==> src/rtl/cdb_pkg.sv <==
// Shared CDB types: ROB/value widths, result message, FU indices.
// Optional stall counter enabled by CDB_STALL_CNT_EN.
package cdb_pkg;

  localparam int ROB_W = 2;
  localparam int VAL_W = 3;

  localparam int FU_ALU = 0;
  localparam int FU_MEM = 1;
  localparam int FU_MUL = 2;

  typedef struct packed {
    logic [ROB_W-1:0] rob_idx;
    logic [VAL_W-1:0] val;
  } cdb_msg_t;

endpackage

==> src/rtl/cdb_arbiter_rr_arbiter.sv <==
// Combinational round-robin picker: first request at or after ptr wins.
// Produces a one-hot grant plus its index.
module rr_arbiter #(
  parameter int N = 3,
  localparam int IW = (N > 1) ? $clog2(N) : 1
) (
  input  logic [N-1:0]  req,
  input  logic [IW-1:0] ptr,
  output logic [N-1:0]  grant,
  output logic          gnt_valid,
  output logic [IW-1:0] gnt_idx
);

  always_comb begin
    int j;
    j = 0;
    grant = '0;
    gnt_valid = 1'b0;
    gnt_idx = '0;
    for (int k = 0; k < N; k++) begin
      j = (int'(ptr) + k) % N;
      if (!gnt_valid && req[j]) begin
        gnt_valid = 1'b1;
        grant[j] = 1'b1;
        gnt_idx = IW'(j);
      end
    end
  end

endmodule

==> src/rtl/cdb_arbiter.sv <==
// Common data bus arbiter: per-unit holding slots, round-robin grant, registered CDB.
// Define CDB_STALL_CNT_EN to add the saturating stall_cnt output.
module cdb_arbiter #(
  parameter int NUM_REQ = 3,
  parameter int ROB_W = 2,
  parameter int VAL_W = 3,
  localparam int SRC_W = (NUM_REQ > 1) ? $clog2(NUM_REQ) : 1
) (
  input  logic                     clk,
  input  logic                     rst_n,
  input  logic                     flush,
  input  logic [NUM_REQ-1:0]       req_valid,
  input  logic [NUM_REQ*ROB_W-1:0] req_rob_idx,
  input  logic [NUM_REQ*VAL_W-1:0] req_val,
  output logic [NUM_REQ-1:0]       req_ready,
  output logic                     cdb_en,
  output logic [ROB_W-1:0]         cdb_rob_idx,
  output logic [VAL_W-1:0]         cdb_val,
  output logic [SRC_W-1:0]         cdb_src,
`ifdef CDB_STALL_CNT_EN
  output logic [7:0]               stall_cnt,
`endif
  output logic                     busy
);

  import cdb_pkg::*;

  cdb_msg_t           slot [NUM_REQ];
  logic [NUM_REQ-1:0] slot_v;
  logic [SRC_W-1:0]   rr_ptr;
  logic [SRC_W-1:0]   ptr_nxt;
  logic [NUM_REQ-1:0] grant;
  logic [NUM_REQ-1:0] xfer;
  logic               gnt_valid;
  logic [SRC_W-1:0]   gnt_idx;
  cdb_msg_t           cdb_q;

  rr_arbiter #(.N(NUM_REQ)) u_rr (
    .req       (slot_v),
    .ptr       (rr_ptr),
    .grant     (grant),
    .gnt_valid (gnt_valid),
    .gnt_idx   (gnt_idx)
  );

  // A slot draining this cycle can take new data on the same edge.
  assign req_ready = {NUM_REQ{!flush}} & (~slot_v | grant);
  assign xfer = req_valid & req_ready;
  assign busy = |slot_v;

  assign ptr_nxt = (gnt_idx == SRC_W'(NUM_REQ - 1)) ?
                   '0 : gnt_idx + 1'b1;

  always_ff @(posedge clk or negedge rst_n) begin
    if (!rst_n) begin
      slot_v  <= '0;
      rr_ptr  <= '0;
      cdb_en  <= 1'b0;
      cdb_q   <= '0;
      cdb_src <= '0;
      for (int i = 0; i < NUM_REQ; i++) slot[i] <= '0;
    end else if (flush) begin
      slot_v  <= '0;
      rr_ptr  <= '0;
      cdb_en  <= 1'b0;
      cdb_q   <= '0;
      cdb_src <= '0;
    end else begin
      for (int i = 0; i < NUM_REQ; i++) begin
        if (xfer[i]) begin
          slot_v[i]       <= 1'b1;
          slot[i].rob_idx <= req_rob_idx[i*ROB_W +: ROB_W];
          slot[i].val     <= req_val[i*VAL_W +: VAL_W];
        end else if (grant[i]) begin
          slot_v[i] <= 1'b0;
        end
      end
      if (gnt_valid) begin
        cdb_en  <= 1'b1;
        cdb_q   <= slot[gnt_idx];
        cdb_src <= gnt_idx;
        rr_ptr  <= ptr_nxt;
      end else begin
        cdb_en  <= 1'b0;
        cdb_q   <= '0;
        cdb_src <= '0;
      end
    end
  end

  assign cdb_rob_idx = cdb_q.rob_idx;
  assign cdb_val     = cdb_q.val;

`ifdef CDB_STALL_CNT_EN
  logic multi_v;

  // Two or more set bits means some unit is waiting behind the winner.
  assign multi_v = |(slot_v & (slot_v - NUM_REQ'(1)));

  always_ff @(posedge clk or negedge rst_n) begin
    if (!rst_n) begin
      stall_cnt <= '0;
    end else if (!flush && multi_v && stall_cnt != 8'hff) begin
      stall_cnt <= stall_cnt + 8'd1;
    end
  end
`endif

endmodule

==> config.mk <==
export PLATFORM = sky130hd
export DESIGN_NAME = cdb_arbiter
export DESIGN_NICKNAME = d
export VERILOG_FILES = /design/src/rtl/cdb_pkg.sv /design/src/rtl/cdb_arbiter_rr_arbiter.sv /design/src/rtl/cdb_arbiter.sv
export SDC_FILE = /design/constraint.sdc
export NUM_CORES = 1
export LEC_CHECK = 0
export ABC_CLOCK_PERIOD_IN_PS = 2630
export CAP_MARGIN = 30
export CORE_ASPECT_RATIO = 0.9
export CORE_MARGIN = 4
export CORE_UTILIZATION = 46
export DETAILED_ROUTE_END_ITERATION = 10
export GPL_TIMING_DRIVEN = 0
export MAX_ROUTING_LAYER = met4
export PLACE_DENSITY = 0.82
export SETUP_SLACK_MARGIN = 0.4
export SKIP_CTS_REPAIR_TIMING = 1
export SYNTH_ARGS = -nofsm -noshare
export SYNTH_HDL_FRONTEND = slang
export SYNTH_SLANG_ARGS = --single-unit
export TNS_END_PERCENT = 20
==> constraint.sdc <==
create_clock -name clk -period 2.63 [get_ports clk]
set_clock_uncertainty 0.15 [all_clocks]
set_input_delay 0.3945 -clock clk [delete_from_list [all_inputs] [get_ports clk]]
set_output_delay 0.3945 -clock clk [all_outputs]
set_load 0.05 [all_outputs]
# == Yosys cells after proc, flatten, opt, wreduce, memory -nomap -nowiden ==
# Cells that the tools add are included.
# word_totals
inputBits,21
wordCells,95
ff_bits,28
output_inout_bits,12
# op_classes
div,3
mux,43
magnitude_cmp,7
bitwise,8
eq_ne,1
add_sub_neg,3
n_reduce_logical,16
# ops
operator,n
>= comparator 32 x 1 -> 1 bit (second input constant),3
less-than comparator 32 x 4 -> 1 bit (second input constant),3
modulo 32 x 3 -> 32 bit (second input constant),2
modulo 3 x 3 -> 32 bit (second input constant),1
2-to-1 mux 1 bit,20
2-to-1 mux 5 bit,4
2-to-1 mux 2 bit,8
2-to-1 mux 3 bit,4
binary-select mux 5 bit (select 2 bit),1
bitwise OR 3 bit,3
nonzero test 3 bit,3
AND 3 bit,2
binary-select mux 1 bit (select 2 bit),3
demux 1 bit (select 2 bit),3
AND reduction 2 bit,3
logical AND 1 bit,5
adder 2 x 1 -> 3 bit (second input constant),1
adder 2 x 2 -> 3 bit (second input constant),1
>= comparator 3 bit (second input constant),1
logical NOT 1 bit,3
NOT 2 -> 3 bit,1
NOT 3 bit,1
OR reduction 3 bit,1
adder 2 x 1 -> 2 bit (second input constant),1
other kinds (3),3

# == Longest topological paths before layout ==
# depth
ltp_word,17
mapped_depth,10
mapped_depth_nobuf,8

# == Cells and area by module ==
# A second synthesis with hierarchy kept.
# unflattened
hier_cells,144
hier_area_um2,1585.3
# by_module_without_submodules
mod,cells_each,area_per_inst_um2,seq_area_each_um2,instances
cdb_arbiter,92,1203.7,700.7,1
rr_arbiter,52,381.6,0.0,1

# == Least setup slack after synthesis ==
# Ideal clock, no wire load.
# synth_timing
path_type,flip-flop to output port
from,register rr_ptr[0]
to,output port req_ready[0]
path_buffers,0
arrival_ns,2.288
stages_incl_launch_ff,8
path_slack_ns,-0.202
required_ns,2.086
path_cell_list,dfrtp_1 -> inv_1 -> ha_1 -> mux2i_1 -> nor2_1 -> and4b_1 -> o31ai_4 -> a21oi_1
# synth_between
elab_chain_cells,13
word_cells_on_any_way,42
classes_between,2 x add/sub; 3 x div; 6 x order compare; 20 x mux; 4 x bitwise; 7 x reduce/logical
# synth_rtl
item,line,source
from (decl),cdb_arbiter.sv:30,logic [SRC_W-1:0] rr_ptr;
from (signal assigned),cdb_arbiter.sv:82,rr_ptr <= ptr_nxt;
branches (longest 10 deep; another with modulo 32 x 3 -> 32 bit),--,
2-to-1 mux 3 bit (*),cdb_arbiter_rr_arbiter.sv:22,if (!gnt_valid && req[j]) begin
bitwise OR 3 bit (*),cdb_arbiter.sv:47,assign req_ready = {NUM_REQ{!flush}} & (~slot_v | grant);
AND 3 bit (*),cdb_arbiter.sv:47,
to (decl),cdb_arbiter.sv:15,"output logic [NUM_REQ-1:0] req_ready,"
# Every way passes the cells marked *. The select of a mux whose other input is x is not followed.

# == Final worst setup path ==
# layout_timing
from,register rr_ptr[1]
to,output port req_ready[0]
# Same word-level chain as after synthesis.

==> results <==
## sequential cells by signal, summed over array words and instances (netlist names)
signal,cells
slot,15
cdb_val,3
slot_v,3
cdb_rob_idx,2
cdb_src,2
rr_ptr,2
cdb_en,1
## Yosys cell counts, types with 2 or more instances
cell       n  area share, %
a22oi_1    3            1.4
nor2_1    10            2.3
mux2_1    10            7.0
a21oi_1    9            2.8
ha_1       4            3.1
o21ai_0    2           0.62
nand3_1    5            1.6
buf_6      4            2.8
o21ai_1    4            1.2
inv_1      4           0.94
mux2i_1   10            6.2
nand2_1    6            1.4
buf_4      2           0.94
o211a_1    2            1.2
or2_1      3            1.2
or3b_1     2            1.1
nand2b_1   2           0.78
o22ai_1    2           0.78
buf_2      2           0.62
clkbuf_1   3           0.70
nor2b_1    3            1.2
dfrtp_1   28             44
nor3_1     2           0.62
or2_2      3            1.2
inv_2      2           0.47
mux2_4     5            4.7
## power groups by stage
stage / Sequential (mW) / Combinational [mW] / Clock (mW)
6_report: 0.646 / 1.42 / 0.262
3_5_place_dp: 0.652 / 1.19 / 0
4_1_cts: 0.642 / 1.20 / 0.268
5_1_grt: 0.661 / 1.51 / 0.285
2_1_floorplan: 0.786 / 0.756 / 0
3_3_place_gp: 0.641 / 1.16 / 0
## per-layer routing
layer | global-route usage [%] | vias to the layer above
li1 | - | 597
met1 | 19.0 | 615
met2 | 26.5 | 46
met3 | 4.40 | 5
met4 | 4.31 | 0
met5 | - | -
## cell usage in the layout, fill, tap and decap left out, drive strengths merged
| cell | n |
|---|---|
| dfrtp | 28 |
| o22ai | 3 |
| a22oi | 3 |
| mux2i | 10 |
| nand3b | 2 |
| o211a | 2 |
| or3 | 1 |
| a21oi | 10 |
| nand2 | 6 |
| buf | 19 |
| o31ai | 2 |
| nand3 | 5 |
| nor3 | 2 |
| o21ai | 6 |
| and4b | 1 |
| clkbuf | 7 |
| or2 | 6 |
| dlymetal6s2s | 1 |
| nand2b | 2 |
| nor3b | 1 |
| o41ai | 1 |
| nor2b | 3 |
| mux2 | 15 |
| a211oi | 2 |
| or3b | 2 |
| o21a | 1 |
| clkdlybuf4s50 | 28 |
| inv | 6 |
| nor2 | 10 |
| ha | 4 |
## logic make-up after synthesis
kind of cell	after synthesis	synth area share (%)
buffers and inverters	17	6.48
flip-flops	28	43.7
AND/OR/NAND/NOR	41	15.2
adder cells (fa/ha/maj)	4	3.12
AO/OA/AOI/OAI	30	13.5
multiplexers	25	18.0
## final cells by class
| type | instances | area [um^2] | area share [%] |
|---|---|---|---|
| flip-flops and latches | 28 | 703 | 31.4 |
| plain buffers | 11 | 96.3 | 4.30 |
| inverters | 6 | 22.5 | 1.01 |
| clock buffers | 4 | 55.1 | 2.46 |
| multi-input cells | 100 | 895 | 39.9 |
| repair buffers | 40 | 414 | 18.5 |
| well taps | 44 | 55.1 | 2.46 |
## metrics by stage
step           total power, mW  setup slack [ns]  cell area (um^2)  TNS [ns]  utilization (%)
4_1_cts                   2.11            -0.752              2090     -2.00             62.5
3_5_place_dp              1.84            -0.431              2040     -1.06             60.8
3_3_place_gp              1.80            -0.402              2010    -0.977             60.0
6_report                  2.32           -0.0483              2240   -0.0940             66.8
5_1_grt                   2.45            -0.128              2240    -0.701             66.8
2_1_floorplan             1.54             0.239              1640         0                -
## worst paths after layout
path / from / end / slack (ns) / cells after the start
max: rr_ptr[1] / req_ready[0] / -0.05 / 7
min: rst_n / cdb_val[1] / 0.26 / 1
max reg2reg: rr_ptr[1] / slot[12] / 0.05 / 8
min reg2reg: slot[13] / slot[13] / 0.35 / 1
max in group asynchronous: rst_n / rr_ptr[0] / 1.61 / 2
min in group clk: slot[13] / slot[13] / 0.35 / 1
## worst reg2reg max path: stages, from the launching register on
cell	delay, ns
dfrtp_2	0.46
ha_4	0.32
mux2i_4	0.26
nor2_1	0.09
and4b_1	0.31
o31ai_4	0.08
buf_4	0.15
a21oi_2	0.28
mux2_1	0.36
==> summary.log <==
qor: run_status.run_status finished with violations
qor: run_status.violations negative setup slack
qor: timing.pnr_worst_setup_slack -0.0483 ns
qor: power.switching_share 41.0%
qor: route.highest_layer met4
qor: placement.gp_congestion 0.815
qor: power.power_frac_seq 27.8%
qor: yosys.synth_enable_flop_cells 0
qor: worst_setup_path.crit_chain ha_4 -> mux2i_4 -> nor2_1 -> and4b_1 -> o31ai_4 -> a21oi_4 -> buf_6
qor: route.violation_count_after_the_first_detailed_route_iteration 57
qor: timing.setup-violations-final 2
qor: cts.cts_tree done
qor: global_routing.pin_count_of_the_biggest_net_entering_global_routing 22
qor: cts.clk_latency 0.27 ns
qor: worst_setup_path.crit_path_end_kind output pin
qor: route.routed_wl 3540 um
qor: worst_setup_path.cp_slowest_cell dfrtp_2
qor: timing.period_needed 2.68 ns
qor: timing.worst_max_slew_pin_slew 0.699 ns
qor: timing.holdWs 0.264 ns
qor: yosys.postSynth.asyncResetShare 100%
qor: yosys.synth-main-ff-cell dfrtp_1
qor: yosys.synth.cell_area 1600 um^2
qor: route.number_of_detailed_route_iterations_in_the_first_pass 4
qor: timing.grt_setup_unrepaired yes
qor: global_routing.global_route.overflow_total 0
qor: yosys.yosysSeqAreaShare 43.7%
qor: power.powerDensity 1040 nW/um^2
qor: power.switching_power 0.953 mW
qor: cts.numCtsBuffers 3
qor: route.vias_per_cell 5.42
qor: worst_setup_path.critical_path.startpoint_type flop
qor: worst_setup_path.timing.critical_path.required 2.09 ns
qor: yosys.ys_seq_elements 28
qor: timing.slew-limit-headroom 53.4%
qor: route.met2_wirelength 1740 um
qor: final_layout.antennaDiodeCount 0
qor: route.met3_wirelength 173 um
qor: power.clock_power_share 11.3%
qor: cts.clkTransAtPathRegs 0.09 ns
qor: worst_setup_path.timing.critical_path.fanout_max 4
qor: floorplan.rows 20
qor: power.combinationalPowerShare 60.9%
qor: global_routing.antenna_found_initial 0
qor: cts.clock-sinks 28
qor: cts.clock_tree.root_cell clkbuf_8
qor: timing.finalHoldViolCount 0
qor: job.timing.max_cap.violations 0
qor: route.route.detailed.drc 0
qor: timing.report.final.slew_viol_count 0
qor: placement.place.detailed.instances 222
qor: floorplan.die_height 64 um
qor: route.detail_route.wirelength.met1 1600 um
qor: floorplan.die_w 70.2 um
qor: final_layout.area_delta_synth_final 39.8%
qor: final_layout.fillerInstances 252
qor: worst_setup_path.max_stage_delay 0.46 ns
qor: worst_setup_path.worstPathArrival 2.13 ns
qor: yosys.yosysWarnings 0
qor: floorplan.floorplan.die_area 4490 um^2
qor: yosys.synth_cell_type_count 39
qor: placement.dpl_wire_length 2460 um
qor: timing.period_share 102%
qor: route.detailroute.via_count 1,263
qor: hold_path.min-delay-path-class primary input to async pin
qor: worst_setup_path.critPathKind flop to output pin
qor: yosys.mappedNetlistNets 170
qor: route.antenna_violating_nets_post_route 0
qor: worst_setup_path.timing.critical_path.max_delay_family flip-flops
qor: timing.max_clock_freq 0.373 GHz
qor: cts.htree_levels 1
qor: route.detail_routed_net_length_per_standard_cell 15.2 um
qor: global_routing.grtUsageTotal 15.9%
qor: final_layout.total_nets_final 215
qor: worst_setup_path.path_buf_inv 1
qor: floorplan.floorplan.initialDensity 47.8%
qor: yosys.syn-mean-instance-area 11.1 um^2
qor: power.irDropWorstVdd 0.470 mV
qor: final_layout.finalNonFillerCells 233
qor: final_layout.drive_above_1_share 30.7%
qor: floorplan.design.core.area 3350 um^2
qor: power.intPower 1.37 mW
qor: placement.place.port_buffers 32
qor: power.power.static_leakage 1.01 nW
qor: floorplan.num_io_pins 33
qor: global_routing.grt_pass1_wl 5590 um
qor: global_routing.grt_pass1_vias 1,249
qor: yosys.syn_inst 145
qor: cts.clock_path_buffers 2
Note: power is estimated with default switching activity, not from simulation.
